### config.mk
export PLATFORM = sky130hd
export DESIGN_NAME = mmio_peripheral_bus
export DESIGN_NICKNAME = d
export VERILOG_FILES = /design/src/rtl/mmio_peripheral_bus_pkg.sv /design/src/rtl/mmio_peripheral_bus_timer.sv /design/src/rtl/mmio_peripheral_bus.sv
export SDC_FILE = /design/constraint.sdc
export NUM_CORES = 1
export LEC_CHECK = 0
export ABC_AREA = 1
export BUFFER_PORTS_ARGS = -buffer_cell sky130_fd_sc_hd__buf_2
export CAP_MARGIN = 40
export CORE_MARGIN = 5
export CORE_UTILIZATION = 55
export DETAILED_ROUTE_END_ITERATION = 12
export PLACE_DENSITY = 0.77
export SLEW_MARGIN = 20
export SYNTH_ARGS = -nofsm -noshare
export SYNTH_HDL_FRONTEND = slang
export SYNTH_SLANG_ARGS = --single-unit
### constraint.sdc
create_clock -name clk -period 5.27 [get_ports clk]
set_input_delay 1.054 -clock clk [delete_from_list [all_inputs] [get_ports clk]]
set_output_delay 1.054 -clock clk [all_outputs]
set_load 0.1 [all_outputs]
### src/rtl/mmio_peripheral_bus_pkg.sv
// Shared definitions for the MMIO peripheral responder: register byte offsets
// within the 32-byte window, TCON bit positions and the default window base.
package mmio_peripheral_bus_pkg;

  localparam logic [31:0] DEFAULT_BASE_ADDR = 32'h4000_0000;

  // Word-aligned byte offsets inside the peripheral window.
  localparam logic [4:0] OFF_TH      = 5'h00;
  localparam logic [4:0] OFF_TL      = 5'h04;
  localparam logic [4:0] OFF_TCON    = 5'h08;
  localparam logic [4:0] OFF_LED     = 5'h0C;
  localparam logic [4:0] OFF_DIGITS  = 5'h10;
  localparam logic [4:0] OFF_SYSTICK = 5'h14;

  // TCON bit indices.
  localparam int unsigned TCON_EN    = 0;
  localparam int unsigned TCON_IRQEN = 1;
  localparam int unsigned TCON_IRQ   = 2;

endpackage

### src/rtl/mmio_peripheral_bus_timer.sv
// periph_timer: reloadable up-counting timer with sticky interrupt flag.
// Ports:
//   clk_i, rst_i        clock, asynchronous active-high reset
//   th_we_i, tl_we_i,
//   tcon_we_i           CPU write strobes for TH, TL and TCON
//   wdata_i             CPU store data
//   th_o, tl_o, tcon_o  current register contents for the read mux
//   irq_o               interrupt request (TCON irq_status bit)
module periph_timer
  import mmio_peripheral_bus_pkg::*;
(
  input  logic        clk_i,
  input  logic        rst_i,
  input  logic        th_we_i,
  input  logic        tl_we_i,
  input  logic        tcon_we_i,
  input  logic [31:0] wdata_i,
  output logic [31:0] th_o,
  output logic [31:0] tl_o,
  output logic [2:0]  tcon_o,
  output logic        irq_o
);

  logic [31:0] th_q, th_d;
  logic [31:0] tl_q, tl_d;
  logic [2:0]  tcon_q, tcon_d;
  logic        at_max;
  logic        irq_set;

  assign at_max = (tl_q == 32'hFFFF_FFFF);
  // A CPU write to TL pre-empts the reload, so no overflow is flagged then.
  assign irq_set = tcon_q[TCON_EN] && at_max && tcon_q[TCON_IRQEN] && !tl_we_i;

  always_comb begin
    th_d = th_we_i ? wdata_i : th_q;

    tl_d = tl_q;
    if (tl_we_i) begin
      tl_d = wdata_i;
    end else if (tcon_q[TCON_EN]) begin
      // Reload uses the pre-write TH even if TH is written this cycle.
      tl_d = at_max ? th_q : tl_q + 32'd1;
    end

    tcon_d = tcon_q;
    if (tcon_we_i) begin
      tcon_d = wdata_i[2:0];
    end
    // A pending overflow is ORed in so a concurrent TCON write cannot drop it.
    tcon_d[TCON_IRQ] = tcon_d[TCON_IRQ] | irq_set;
  end

  always_ff @(posedge clk_i or posedge rst_i) begin
    if (rst_i) begin
      th_q   <= '0;
      tl_q   <= '0;
      tcon_q <= '0;
    end else begin
      th_q   <= th_d;
      tl_q   <= tl_d;
      tcon_q <= tcon_d;
    end
  end

  assign th_o   = th_q;
  assign tl_o   = tl_q;
  assign tcon_o = tcon_q;
  assign irq_o  = tcon_q[TCON_IRQ];

endmodule

### src/rtl/mmio_peripheral_bus.sv
// mmio_peripheral_bus: memory-mapped peripheral responder on the CPU data bus.
// Answers a 32-byte window at BASE_ADDR holding a reloadable timer, an LED
// register, a 7-segment digit register and a free-running SYSTICK counter.
// Ports:
//   clk, reset        clock, asynchronous active-high reset
//   Address           CPU byte address (bits [1:0] ignored)
//   Write_data        CPU store data
//   MemRead/MemWrite  CPU read and write strobes
//   Read_data         combinational read data (0 on miss or no read)
//   leds              LED register
//   digits            {AN[3:0], SEG[7:0]} 7-segment register
//   irq               timer interrupt request
module mmio_peripheral_bus
  import mmio_peripheral_bus_pkg::*;
#(
  parameter logic [31:0] BASE_ADDR = DEFAULT_BASE_ADDR,
  parameter int unsigned LED_WIDTH = 8
) (
  input  logic                 clk,
  input  logic                 reset,
  input  logic [31:0]          Address,
  input  logic [31:0]          Write_data,
  input  logic                 MemRead,
  input  logic                 MemWrite,
  output logic [31:0]          Read_data,
  output logic [LED_WIDTH-1:0] leds,
  output logic [11:0]          digits,
  output logic                 irq
);

  logic                 hit;
  logic [4:0]           offset;
  logic                 we;
  logic [31:0]          rdata;
  logic [LED_WIDTH-1:0] led_q;
  logic [11:0]          digits_q;
  logic [31:0]          systick_q;
  logic [31:0]          th, tl;
  logic [2:0]           tcon;
  logic [1:0]           unused_addr;

  assign unused_addr = Address[1:0];

  assign hit    = (Address[31:5] == BASE_ADDR[31:5]);
  assign offset = {Address[4:2], 2'b00};
  assign we     = MemWrite && hit;

  periph_timer u_timer (
    .clk_i     (clk),
    .rst_i     (reset),
    .th_we_i   (we && (offset == OFF_TH)),
    .tl_we_i   (we && (offset == OFF_TL)),
    .tcon_we_i (we && (offset == OFF_TCON)),
    .wdata_i   (Write_data),
    .th_o      (th),
    .tl_o      (tl),
    .tcon_o    (tcon),
    .irq_o     (irq)
  );

  always_ff @(posedge clk or posedge reset) begin
    if (reset) begin
      led_q     <= '0;
      digits_q  <= '0;
      systick_q <= '0;
    end else begin
      if (we && (offset == OFF_LED)) begin
        led_q <= Write_data[LED_WIDTH-1:0];
      end
      if (we && (offset == OFF_DIGITS)) begin
        digits_q <= Write_data[11:0];
      end
      // CPU write has priority over the free-running increment.
      if (we && (offset == OFF_SYSTICK)) begin
        systick_q <= Write_data;
      end else begin
        systick_q <= systick_q + 32'd1;
      end
    end
  end

  always_comb begin
    rdata = '0;
    case (offset)
      OFF_TH:      rdata = th;
      OFF_TL:      rdata = tl;
      OFF_TCON:    rdata[2:0] = tcon;
      OFF_LED:     rdata[LED_WIDTH-1:0] = led_q;
      OFF_DIGITS:  rdata[11:0] = digits_q;
      OFF_SYSTICK: rdata = systick_q;
      default:     rdata = '0;
    endcase
  end

  assign Read_data = (MemRead && hit) ? rdata : 32'h0;
  assign leds      = led_q;
  assign digits    = digits_q;

endmodule

==> results.json, run 1 <==
{
  "die_area_mm2": 0.01740,
  "hold_viol": 0,
  "avgRoutedWirePerCell_um": 18.44,
  "final_common_cell": "nand2_1",
  "startpoint_type": "primary input",
  "grt_pass1_wl_um": 43320,
  "drv_slew": 0,
  "synth_top_area_share_pct": 36.44,
  "syn_nets": 1271,
  "wl_met2_um": 12340,
  "setup_violations": 0,
  "cap_viol_max_count": 0,
  "met3_length_um": 3212,
  "highest_layer": "met4",
  "worstPathMaxFanout": 20,
  "setup_tns_ps": 0,
  "viasPerCell": 5.828,
  "utilization_pct": 64.31,
  "outcome": "complete, no violations",
  "ys_seq_area_share_pct": 36.44,
  "post-route-drc-count": 0,
  "fmax_ghz": 0.2302,
  "die_h_um": 131.9,
  "overflow": 0,
  "slew_headroom_pct": 45.06,
  "worst_path_max_delay_cell": "buf_2",
  "min_period_over_period_pct": 82.41,
  "regArea_mm2": 0.002978,
  "cts_root_buffer": "clkbuf_16",
  "clk_latency_ps": 430,
  "leakage_nw": 4.319,
  "met1_length_um": 11180,
  "rows": 44,
  "crit_family": "simple AND/OR/NAND/NOR gates",
  "routabilityCongestion": 0.9750,
  "routed_wl_um": 27640,
  "holdCritPathClass": "flop to flop",
  "firstDrtPassIters": 8,
  "drt_iter0_drc": 1098,
  "p_per_area_mw_per_mm2": 229.7,
  "postCtsSetupRepairBufs": 0,
  "syn_inst": 1201,
  "fin_crit_ps": 4343,
  "crit_path_end_kind": "output pin",
  "r2r_slack_ps": 2790,
  "area_growth_pct": 14.38,
  "worstPathRequired_ps": 4220,
  "finalClockSkew_ps": 7.812,
  "portBuffers": 118,
  "layout_common_cells": "nand2_1 (450), dfrtp_1 (119), buf_2 (118)",
  "cts_made_buffers": 17,
  "grt_max_degree": 55,
  "ir_drop_mv": 0.2320,
  "clkTransAtPathRegs_ps": 60,
  "cp.arrival_ps": 3290,
  "netlist_area_mm2": 0.008172,
  "ctsResizeCount": 0,
  "power_w": 0.002147,
  "ant_nets": 0,
  "ys_seq_elements": 119,
  "clockBufferDepth": 2,
  "layout-drive-gt1-share_pct": 16.59,
  "grtUsageTotal_pct": 31.21,
  "fp.coreArea_mm2": 0.01453,
  "htreeDepth": 4,
  "holdBufCountCts": 0,
  "cts_sinks": 119,
  "cpPeakStageDelay_ps": 500,
  "cts_tree": "done",
  "via_count": 8736,
  "synth_area_leader_cell": "dfrtp_1",
  "rsz0062_at_grt": "no",
  "avgSynthCellArea_um2": 6.804,
  "die_w_um": 131.9,
  "nets": 1371,
  "yosysWarnings": 0,
  "crit_buf_inv": 3,
  "synth_cell_types": 43,
  "tightestPinTransition_ps": 824.1,
  "io_pins": 121,
  "worstPathCellList": "buf_2 -> nor2_1 -> nand2_1 -> nor2_1 -> nand2_1 -> nor2_4 -> nand2_2 -> buf_4 -> a31oi_1 -> buf_2",
  "fillCellCount": 1350,
  "synthTopCellsByArea": "dfrtp_1 (36%), nand2_1 (21%), nand3_1 (6.8%)",
  "grt_pass1_vias": 7919,
  "multi_input_area_mm2": 0.004479,
  "critPathKind": "primary input to output pin",
  "initial_core_util_pct": 56.22,
  "antenna_found_initial": 1,
  "dp_hpwl_um": 20120
}
-- through the flow --
stage	setup slack, ps	hold slack, ps	cells	cell area, um2
floorplan	749.3	453.0	1201	8172
global placement	1005	466.5	1464	8738
detailed placement	983.8	477.0	1466	8773
CTS	985.5	491.8	1498	9344
global route	868.9	520.8	1499	9346
finish	926.8	500.2	1499	9346
-- report_power, final --
part           switching [W]  internal (W)
Combinational      0.0000803     0.0000276
Sequential     0.00000000130      0.000914
Clock               0.000443      0.000682
Total               0.000523       0.00162
-- worst paths after layout --
path | start | end | cells after the start
worst max-delay path | Address[28] | Read_data[15] | 10
worst min-delay path | u_timer.th_o[10] | u_timer.th_o[10] | 2
worst max register to register | u_timer.tl_o[1] | u_timer.tl_o[16] | 11
worst min register to register | u_timer.th_o[10] | u_timer.th_o[10] | 2
max in group asynchronous | reset | systick_q[4] | 3
min in group asynchronous | reset | u_timer.tcon_o[1] | 2
-- sequential cells by signal, indices dropped and copies added (netlist names) --
name,cells
u_timer.th_o,32
u_timer.tl_o,32
digits,12
leds,8
systick_q,32
u_timer.tcon_o,3
-- cells in the mapped netlist, drive strengths merged --
master	number
ha	2
dfrtp	119
xor2	21
o22ai	2
clkbuf	7
nor2	125
or2	1
nor3	14
o21bai	1
o2bb2ai	1
a211oi	2
xnor2	14
a31oi	22
o21ai	78
nand2	463
a22o	2
nand3	125
inv	105
a22oi	6
a41oi	4
nand3b	10
a221oi	3
clkinv	1
and2	1
a21boi	1
buf	40
a21oi	4
nand4	27
-- cells by family (layout without fill, tap and decap cells) --
logic type | after synthesis | after routing | synth area share, %
AOI/OAI and AO/OA | 126 | 126 | 9.309
xor gates and xnor gates | 35 | 35 | 3.751
adders and majority gates | 2 | 2 | 0.3062
buffers and inverters | 153 | 266 | 8.743
DFF | 119 | 119 | 36.44
other | 0 | 1 | 0
and+or+nand+nor | 766 | 766 | 41.45
-- metal layers --
layer	up-vias	global-route usage, %
met5	-	0
met4	0	12.80
met3	68	8.397
met2	554	46.49
met1	4029	43.17
li1	4085	-
-- tightest hold or removal path, delay by kind of cell, from the launching register on --
| family | cells | cell delay [ps] |
|---|---|---|
| flops | 1 | 340 |
| compound gates | 1 | 70 |
| simple gates | 1 | 50 |
-- area by class of cell --
type / instances / share of cell area, %
Multi-Input combinational cell: 929 / 47.93
Clock buffer: 21 / 5.033
Clock inverter: 11 / 1.071
Timing Repair Buffer: 128 / 7.336
Inverter: 106 / 4.284
Antenna cell: 1 / 0.02677
Sequential cell: 119 / 31.86
Tap cell: 184 / 2.463
No activity file was read; power rests on OpenSTA's default activity.
==> inputs of run 2 (changes only) <==
--- a/config.mk
+++ b/config.mk
@@ -9,9 +9,9 @@
 export BUFFER_PORTS_ARGS = -buffer_cell sky130_fd_sc_hd__buf_2
 export CAP_MARGIN = 40
 export CORE_MARGIN = 5
-export CORE_UTILIZATION = 55
+export CORE_UTILIZATION = 53
 export DETAILED_ROUTE_END_ITERATION = 12
-export PLACE_DENSITY = 0.77
+export PLACE_DENSITY = 0.78
 export SLEW_MARGIN = 20
 export SYNTH_ARGS = -nofsm -noshare
 export SYNTH_HDL_FRONTEND = slang
==> constraint.sdc (replaced) <==
create_clock -name clk -period 3.7 [get_ports clk]
set_input_delay 0.74 -clock clk [delete_from_list [all_inputs] [get_ports clk]]
set_output_delay 0.74 -clock clk [all_outputs]
set_load 0.1 [all_outputs]
==> results.json, run 2 (same netlist as run 1, synthesis figures left out) <==
{
  "routed_wl_um": 28480,
  "grtUsageTotal_pct": 31.90,
  "slew_headroom_pct": 59.15,
  "rows": 45,
  "die_area_mm2": 0.01800,
  "portBuffers": 118,
  "finalClockSkew_ps": 8.027,
  "comb_power_share_pct": 5.2,
  "power_switching_w": 0.0008075,
  "clkTransAtPathRegs_ps": 60,
  "worstPathRequired_ps": 2960,
  "hold_slack_ps": 408.4,
  "antenna_found_initial": 0,
  "insertedDiodeCount": 0,
  "routabilityCongestion": 0.9756,
  "p_per_area_mw_per_mm2": 311.0,
  "final_common_cell": "nand2_1",
  "area_growth_pct": 21.60,
  "setup_tns_ps": 0,
  "outcome": "complete, no violations",
  "via_count": 8792,
  "fmax_ghz": 0.3043,
  "leakage_nw": 4.445,
  "ir_drop_mv": 0.3456,
  "crit_path_end_kind": "output pin",
  "cts_tree": "done",
  "hold_viol": 0,
  "ctsResizeCount": 0,
  "cts_made_buffers": 17,
  "clockBufferDepth": 2,
  "grt_max_degree": 48,
  "startpoint_type": "primary input",
  "switching_share_pct": 26.13,
  "fillCellCount": 1341,
  "dp_hpwl_um": 20790,
  "rsz0062_at_grt": "no",
  "drt_iter0_drc": 1121,
  "cap_viol_max_count": 0,
  "overflow": 0,
  "drv_slew": 0,
  "cp.arrival_ps": 2550,
  "setup_violations": 0,
  "nets": 1377,
  "worstPathMaxFanout": 20,
  "clk_latency_ps": 440,
  "fp.coreArea_mm2": 0.01515,
  "critPathKind": "primary input to output pin",
  "avgRoutedWirePerCell_um": 18.89,
  "fin_crit_ps": 3286,
  "cts_sinks": 119,
  "viasPerCell": 5.830,
  "firstDrtPassIters": 7,
  "tightestPinTransition_ps": 611.3,
  "ant_nets": 0,
  "cts_root_buffer": "clkbuf_16",
  "power_frac_clock_pct": 52.7,
  "initial_core_util_pct": 53.95,
  "holdBufCountCts": 0,
  "die_w_um": 134.2,
  "post-route-drc-count": 0,
  "layout-drive-gt1-share_pct": 17.27,
  "io_pins": 121,
  "die_h_um": 134.2,
  "postCtsSetupRepairBufs": 0,
  "grt_pass1_wl_um": 44660,
  "grt_pass1_vias": 8238,
  "p_int_w": 0.002283,
  "layout_common_cells": "nand2_1 (450), dfrtp_1 (119), nor2_1 (113)",
  "power_w": 0.003091,
  "htreeDepth": 4,
  "pwr-share-seq_pct": 42.1,
  "min_period_over_period_pct": 88.80,
  "holdCritPathClass": "primary input to async pin"
}
-- run 2: power groups by stage --
stage               Clock [W]  Sequential [W]  Combinational, W
floorplan                   0         0.00133         0.0000624
CTS                   0.00162         0.00130          0.000156
detailed placement          0         0.00133          0.000154
finish                0.00163         0.00130          0.000162
global route          0.00168         0.00130          0.000174
global placement            0         0.00133          0.000153
-- run 2: layout make-up --
type / instances / area (um2) / area share, %
tap: 188 / 235.2 / 2.367
clock buffer: 18 / 429.2 / 4.319
multi-input combinational: 929 / 4502 / 45.30
inverter: 106 / 401.6 / 4.042
clock inverter: 14 / 137.6 / 1.385
timing repair buffer: 134 / 1254 / 12.62
sequential: 119 / 2978 / 29.97
-- run 2: final timing paths --
| kind | startpoint | endpoint | slack, ps | depth (start not counted) |
|---|---|---|---|---|
| hold reg to reg | u_timer.th_o[10] | u_timer.th_o[10] | 490 | 2 |
| setup / recovery | Address[28] | Read_data[18] | 410 | 10 |
| min in group clk | u_timer.th_o[10] | u_timer.th_o[10] | 490 | 2 |
| max in group asynchronous | reset | systick_q[15] | 3040 | 3 |
| hold / removal | reset | u_timer.tcon_o[0] | 410 | 3 |
| setup reg to reg | u_timer.tl_o[0] | u_timer.tl_o[14] | 1240 | 11 |
-- run 2: metal layers --
layer | track usage, % | vias to the layer above | share of wire, %
met5 | 0 | - | 0
met4 | 14.54 | 0 | 4.1
met3 | 8.515 | 92 | 11
met2 | 47.91 | 530 | 45
met1 | 43.27 | 4077 | 40
li1 | - | 4093 | -
-- run 2: critical path: stages --
cell     delay, ps
buf_2          100
nor2_1          90
nand2_1         60
nor2_1         110
nand2_1         90
nor2_4         140
nand2_2        330
buf_4          310
a31oi_1        340
buf_12         230
-- run 2: metrics by stage --
stage	cells	utilization [%]	setup WS [ps]	instance area [um2]
after global routing	1508	65.61	314.1	9937
final	1508	65.61	414.3	9937
after CTS	1507	65.48	439.7	9917
after global placement	1474	61.60	475.4	9330
after floorplan	1201	-	-192.7	8198
after detailed placement	1475	61.73	436.6	9350
